## config.mk

```make
export PLATFORM = sky130hd
export DESIGN_NAME = handshake_stream_driver_flat
export DESIGN_NICKNAME = d
export VERILOG_FILES = /design/src/rtl/handshake_stream_driver_if.sv /design/src/rtl/handshake_stream_driver.sv /design/src/flat_wrapper.sv
export SDC_FILE = /design/constraint.sdc
export NUM_CORES = 1
export LEC_CHECK = 0
export CAP_MARGIN = 20
export CORE_UTILIZATION = 40
export DETAILED_ROUTE_END_ITERATION = 10
export GPL_TIMING_DRIVEN = 1
export HOLD_SLACK_MARGIN = 0.05
export PLACE_DENSITY = 0.62
export SLEW_MARGIN = 20
export SYNTH_ARGS = -nofsm -noshare
export SYNTH_HDL_FRONTEND = slang
export SYNTH_SLANG_ARGS = --single-unit
```

## constraint.sdc

```tcl
create_clock -name CLK -period 3.3 [get_ports CLK]
set_input_delay 0.66 -clock CLK [delete_from_list [all_inputs] [get_ports CLK]]
set_output_delay 0.66 -clock CLK [all_outputs]
set_load 0.005 [all_outputs]
```

## src/rtl/handshake_stream_driver_if.sv

```systemverilog
// Ready/valid stream bundle: the source owns valid and data, the sink owns ready.
interface handshake_stream_driver_if #(
   parameter int WIDTH = 4
);
   logic             out_valid;
   logic             out_ready;
   logic [WIDTH-1:0] out_data;

   modport master (output out_valid, output out_data, input out_ready);
   modport slave  (input out_valid, input out_data, output out_ready);
endinterface

```

## src/rtl/handshake_stream_driver.sv

```systemverilog
// Ready/valid burst source: emits burst_len incrementing words from seed, with an
// optional fixed idle gap between beats, and pulses done after the last transfer.
module handshake_stream_driver #(
   parameter int WIDTH   = 4,
   parameter int COUNT_W = 8,
   parameter int GAP_W   = 4
) (
   input  logic                          CLK,
   input  logic                          ASYNCRESETN,
   input  logic                          start,
   input  logic [COUNT_W-1:0]            burst_len,
   input  logic [GAP_W-1:0]              gap,
   input  logic [WIDTH-1:0]              seed,
   handshake_stream_driver_if.master     hs,
   output logic                          busy,
   output logic                          done,
   output logic [COUNT_W-1:0]            sent_count
);

   typedef enum logic [1:0] {S_IDLE, S_SEND, S_GAP, S_DONE} state_t;

   state_t             state_reg, state_next;
   logic [COUNT_W-1:0] remaining_reg, remaining_next;
   logic [COUNT_W-1:0] count_reg, count_next;
   logic [GAP_W-1:0]   gap_len_reg, gap_len_next;
   logic [GAP_W-1:0]   gap_cnt_reg, gap_cnt_next;
   logic [WIDTH-1:0]   data_reg, data_next;
   logic               valid_reg, valid_next;
   logic               busy_reg, busy_next;
   logic               done_reg, done_next;
   logic               xfer;

   assign xfer = valid_reg && hs.out_ready;

   always_ff @(posedge CLK or negedge ASYNCRESETN) begin
      if (!ASYNCRESETN) begin
         state_reg     <= S_IDLE;
         remaining_reg <= '0;
         count_reg     <= '0;
         gap_len_reg   <= '0;
         gap_cnt_reg   <= '0;
         data_reg      <= '0;
         valid_reg     <= 1'b0;
         busy_reg      <= 1'b0;
         done_reg      <= 1'b0;
      end else begin
         state_reg     <= state_next;
         remaining_reg <= remaining_next;
         count_reg     <= count_next;
         gap_len_reg   <= gap_len_next;
         gap_cnt_reg   <= gap_cnt_next;
         data_reg      <= data_next;
         valid_reg     <= valid_next;
         busy_reg      <= busy_next;
         done_reg      <= done_next;
      end
   end

   always_comb begin
      state_next = state_reg;
      case (state_reg)
         S_IDLE:
            if (start && burst_len != '0) state_next = S_SEND;
         S_SEND:
            if (xfer) begin
               if (remaining_reg == COUNT_W'(1)) state_next = S_DONE;
               else if (gap_len_reg != '0)       state_next = S_GAP;
            end
         S_GAP:
            if (gap_cnt_reg <= GAP_W'(1)) state_next = S_SEND;
         S_DONE:
            state_next = S_IDLE;
         default:
            state_next = S_IDLE;
      endcase
   end

   // Outputs are computed from the next state so that every port comes straight off a flop.
   always_comb begin
      remaining_next = remaining_reg;
      count_next     = count_reg;
      gap_len_next   = gap_len_reg;
      gap_cnt_next   = gap_cnt_reg;
      data_next      = data_reg;
      case (state_reg)
         S_IDLE:
            if (start && burst_len != '0) begin
               remaining_next = burst_len;
               gap_len_next   = gap;
               data_next      = seed;
            end
         S_SEND:
            if (xfer) begin
               remaining_next = remaining_reg - COUNT_W'(1);
               count_next     = count_reg + COUNT_W'(1);
               data_next      = data_reg + WIDTH'(1);
               gap_cnt_next   = gap_len_reg;
            end
         S_GAP:
            gap_cnt_next = gap_cnt_reg - GAP_W'(1);
         default: ;
      endcase
      valid_next = (state_next == S_SEND);
      busy_next  = (state_next == S_SEND) || (state_next == S_GAP);
      done_next  = (state_next == S_DONE) ||
                   (state_reg == S_IDLE && start && burst_len == '0);
   end

   assign hs.out_valid = valid_reg;
   assign hs.out_data  = data_reg;
   assign busy         = busy_reg;
   assign done         = done_reg;
   assign sent_count   = count_reg;

endmodule

```

## src/flat_wrapper.sv

```systemverilog
// flat-port wrapper written by rule: the top's interface ports become plain ports
module handshake_stream_driver_flat 
#(
   parameter int WIDTH   = 4,
   parameter int COUNT_W = 8,
   parameter int GAP_W   = 4
)
  (CLK, ASYNCRESETN, start, burst_len, gap, seed, busy, done, sent_count, hs_out_valid, hs_out_data, hs_out_ready);
  handshake_stream_driver_if #(.WIDTH(WIDTH)) hs_i ();
  input  logic CLK;
  input  logic ASYNCRESETN;
  input  logic start;
  input  logic [COUNT_W-1:0] burst_len;
  input  logic [GAP_W-1:0] gap;
  input  logic [WIDTH-1:0] seed;
  output logic busy;
  output logic done;
  output logic [COUNT_W-1:0] sent_count;
  output wire logic [$bits(hs_i.out_valid)-1:0] hs_out_valid;
  output wire logic [$bits(hs_i.out_data)-1:0] hs_out_data;
  input wire logic [$bits(hs_i.out_ready)-1:0] hs_out_ready;
  assign hs_out_valid = hs_i.out_valid;
  assign hs_out_data = hs_i.out_data;
  assign hs_i.out_ready = hs_out_ready;
  handshake_stream_driver #(.WIDTH(WIDTH), .COUNT_W(COUNT_W), .GAP_W(GAP_W)) u_core (.CLK(CLK), .ASYNCRESETN(ASYNCRESETN), .start(start), .burst_len(burst_len), .gap(gap), .seed(seed), .hs(hs_i), .busy(busy), .done(done), .sent_count(sent_count));
endmodule
```

==> impl_results.md <==
* Status: completed
* Critical-path top delay cell: a21boi_0
* Slew HR at 51.27%
* Delay of the slowest critical-path stage at around 0.63 ns
* GRT Total Usage at 16.95%
* # port buffers at 34
* Yosys reg bits at 33
* Routed via count at roughly 1500
* Setup-failing EPs final at 0
* Leakage at about 1.0 nW
* Antenna-violating nets left at 0
* Synth warnings at 0
* CTS resizes at 0
* IO Pins at 35
* R2R Setup Slk at about 0.83 ns
* Worst R2R Start: u_core.state_reg[1]$_DFF_PN0_
* CTS clk-pin slew, worst paths at 0.07 ns
* Post-CTS setup buffers at 0
* Cts bufs inserted at 5
* Fin area at 2360 µm²
* CTS sink cnt at 33
* Finished Core Util at 53.82%
* Starting Density at 42.12%
* Critical path startpoint: hs_out_ready
* Clock skew at 0.007608 ns
* Die X at 69.95 µm
* TritonCTS clock tree: built
* Global route overflow at 0
* Distinct cells, synth at 46
* Switching share of power at a little under two fifths
* Placed Cells at approximately 280
* Fillers at 410
* Skew-Pair Late Insertion Delay at 0.28 ns
* Hold Violations, Final at 0
* Critical Path Fanout Max at 7
* FFs w/ async S/R, synth at 100.0%
* Total die area at between 4000 and 5000 µm²
* Unrepaired setup endpoints after global routing: no
* Crit path to: u_core.hs.out_data[2]$_DFFE_PN0P_
* Combinational cell fraction of total power at 44.3%
* Number of flops mapped to enable cells by yosys at 0
* Sequential cell area at ~830 µm²
* PnR worst setup slack at 0.8046 ns
* Syn avg cell area at approximately 9.6 µm²
* Fin. max-slew vios at 0
* First-pass GRT wire length at 6.658 mm
* Peak supply drop at roughly 0.4 mV
* Max-Cap Viols at 0
* Die Span Y at 69.95 µm
* Total number of H-tree levels at 2
* Cell Count, Final, Fillers Out at 283
* Worst Path Required at around 3.5 ns
* Power, Total at slightly above 2 mW
* Clock root cell: clkbuf_8
* Area Overhead vs Synth at 27.78%
* Max Fclk at ~400 MHz
* Max Used Layer: met4
* Clock Tree Buf Depth at 2
* Sequential power share at 36.7%
* Number of global-route vias before repair at about 1400
* Wire length on met1 at 1.831 mm
* Slew @ Worst Pin at ~0.72 ns
* Psw at 766.5 µW
* GP Congestion at 0.8468
* Setup_tns at 0 ns
* Total Routed Length at 3.720 mm
* Worst hold path type: reg2reg
* ANT cells at 0
* CP Class: in2reg
* Worst reg2reg endpoint: u_core.hs.out_data[2]$_DFFE_PN0P_
* Post-synthesis sequential area ratio at 44.72%
* Nets at 260
* Met2 wire length at 1.687 mm
* DR pass1 iterations at 4
* Rows at 24
* Post-Syn Area at between 1500 and 2000 µm²
* Final min period at 2.495 ns
* DR vias/cell at 5.297
* Routed length per instance at approximately 13 µm
* Endpoint class of the critical path: flip-flop
* Period utilization at 75.62%
* Pwr/cell area at 864.0 nW/µm²
* Hold Slack at between 0.4 and 0.5 ns
* Clock power frac at between 10% and 20%
* Drt drc at 0
* Critical Path AT at around 2.7 ns
* Layout cells sized above 1 at 10.82%
* Power Internal at 1.272 mW
* DP HPWL at 2.714 mm
* Area of the multi-input gates at approximately 940 µm²
* DP Area at 2243 µm²
* Syn_nets at roughly 220
* Routed wire length on met3 at 174 µm
* CP Cell Sequence: clkdlybuf4s50_1 -> nand3_1 -> o21ai_0 -> a21boi_0 -> buf_4 -> nor2_1 -> a211oi_1
* Cts hold-fix bufs at 0
* Startpoint types: primary input
* Pin count of the biggest net entering global routing at 34
* Post-Synthesis Cells at 192
* Pre-CTS WS at 0.5412 ns
* Commonest register cell after synthesis: dfrtp_1
* Core box area at 4384 µm²
* Initial DRC Count at 81
* Register-to-Register Path Depth at 8
* Antenna violations before repair at 0
## power by group through the flow
stage	combinational, mW	clock (mW)	sequential (mW)
final	0.903	0.387	0.749
after CTS	0.910	0.402	0.750
after global routing	1.05	0.421	0.779
after global placement	0.901	0	0.758
after detailed placement	0.908	0	0.755
after floorplan	0.645	0	0.719
## layout by cell type (no fill, tap or decap), types with 3 or more instances in the layout
master	count
nor2_1	15
o22a_1	3
a21oi_1	14
nor3_1	4
xor2_1	3
mux2_2	5
dfrtp_1	33
nand3_1	5
xnor2_1	4
inv_1	14
o21ai_0	15
ha_1	10
nand2_1	17
clkdlybuf4s50_1	34
nand4_1	5
buf_4	3
mux2i_1	4
clkbuf_8	6
## synth_stat cells (2+ instances only)
cell type / n / area share [%]
nand3_1: 5 / 1.4
or4_4: 2 / 1.2
mux2_2: 5 / 3.0
inv_1: 14 / 2.8
nor2_1: 15 / 3.0
dfrtp_1: 33 / 45
nor3_1: 4 / 1.1
and3_1: 2 / 0.68
a31o_2: 2 / 0.95
a21oi_1: 14 / 3.8
clkbuf_1: 2 / 0.41
mux2i_1: 4 / 2.2
xnor2_1: 4 / 1.9
o21ai_0: 15 / 4.1
nand4_1: 5 / 1.7
a211oi_1: 2 / 0.81
or3_1: 2 / 0.68
a2bb2oi_1: 2 / 0.95
a31oi_1: 2 / 0.68
o31ai_1: 2 / 0.81
o22a_1: 3 / 1.4
buf_4: 2 / 0.81
ha_1: 10 / 6.8
xor2_1: 3 / 1.4
nand2_1: 17 / 3.5
## critical path: cells and delay by family
kind,cells,cell delay (ns)
compound gates,3,0.99
buf+inv,2,0.80
simple gates,2,0.23
## worst min-delay path by stage
stage	slack (ns)	cells after the start	endpoint	from
after floorplan	0.36	0	u_core.busy$_DFF_PN0_	ASYNCRESETN
after CTS	0.48	1	u_core.sent_count[7]$_DFFE_PN0P_	u_core.sent_count[7]$_DFFE_PN0P_
after global routing	0.50	1	u_core.sent_count[7]$_DFFE_PN0P_	u_core.sent_count[7]$_DFFE_PN0P_
final	0.47	1	u_core.sent_count[7]$_DFFE_PN0P_	u_core.sent_count[7]$_DFFE_PN0P_
after detailed placement	0.47	1	u_core.sent_count[7]$_DFFE_PN0P_	u_core.sent_count[7]$_DFFE_PN0P_
after global placement	0.46	1	u_core.sent_count[7]$_DFFE_PN0P_	u_core.sent_count[7]$_DFFE_PN0P_
## per-layer routing
layer,vias up,GRT usage [%]
met5,-,0
met4,0,4.667
met3,2,4.762
met2,41,26.07
met1,692,23.38
li1,764,-
## kinds of logic after synthesis
logic type,count (synthesis),share of synthesized area (%)
buffers and inverters,20,4.539
flip-flops,33,44.72
AO/OA/AOI/OAI,52,18.43
multiplexers,9,5.217
XOR/XNOR,7,3.320
AND/OR/NAND/NOR,61,17.01
adder cells (fa/ha/maj),10,6.775
## area by class of cell
| type | instances | area share [%] |
|---|---|---|
| multi-input combinational | 139 | 39.71 |
| sequential | 33 | 34.99 |
| tap | 52 | 2.757 |
| clock inverter | 1 | 1.273 |
| clock buffer | 7 | 3.659 |
| inverter | 14 | 2.227 |
| timing repair buffer | 37 | 15.38 |
(Power assumes the default switching activity.)
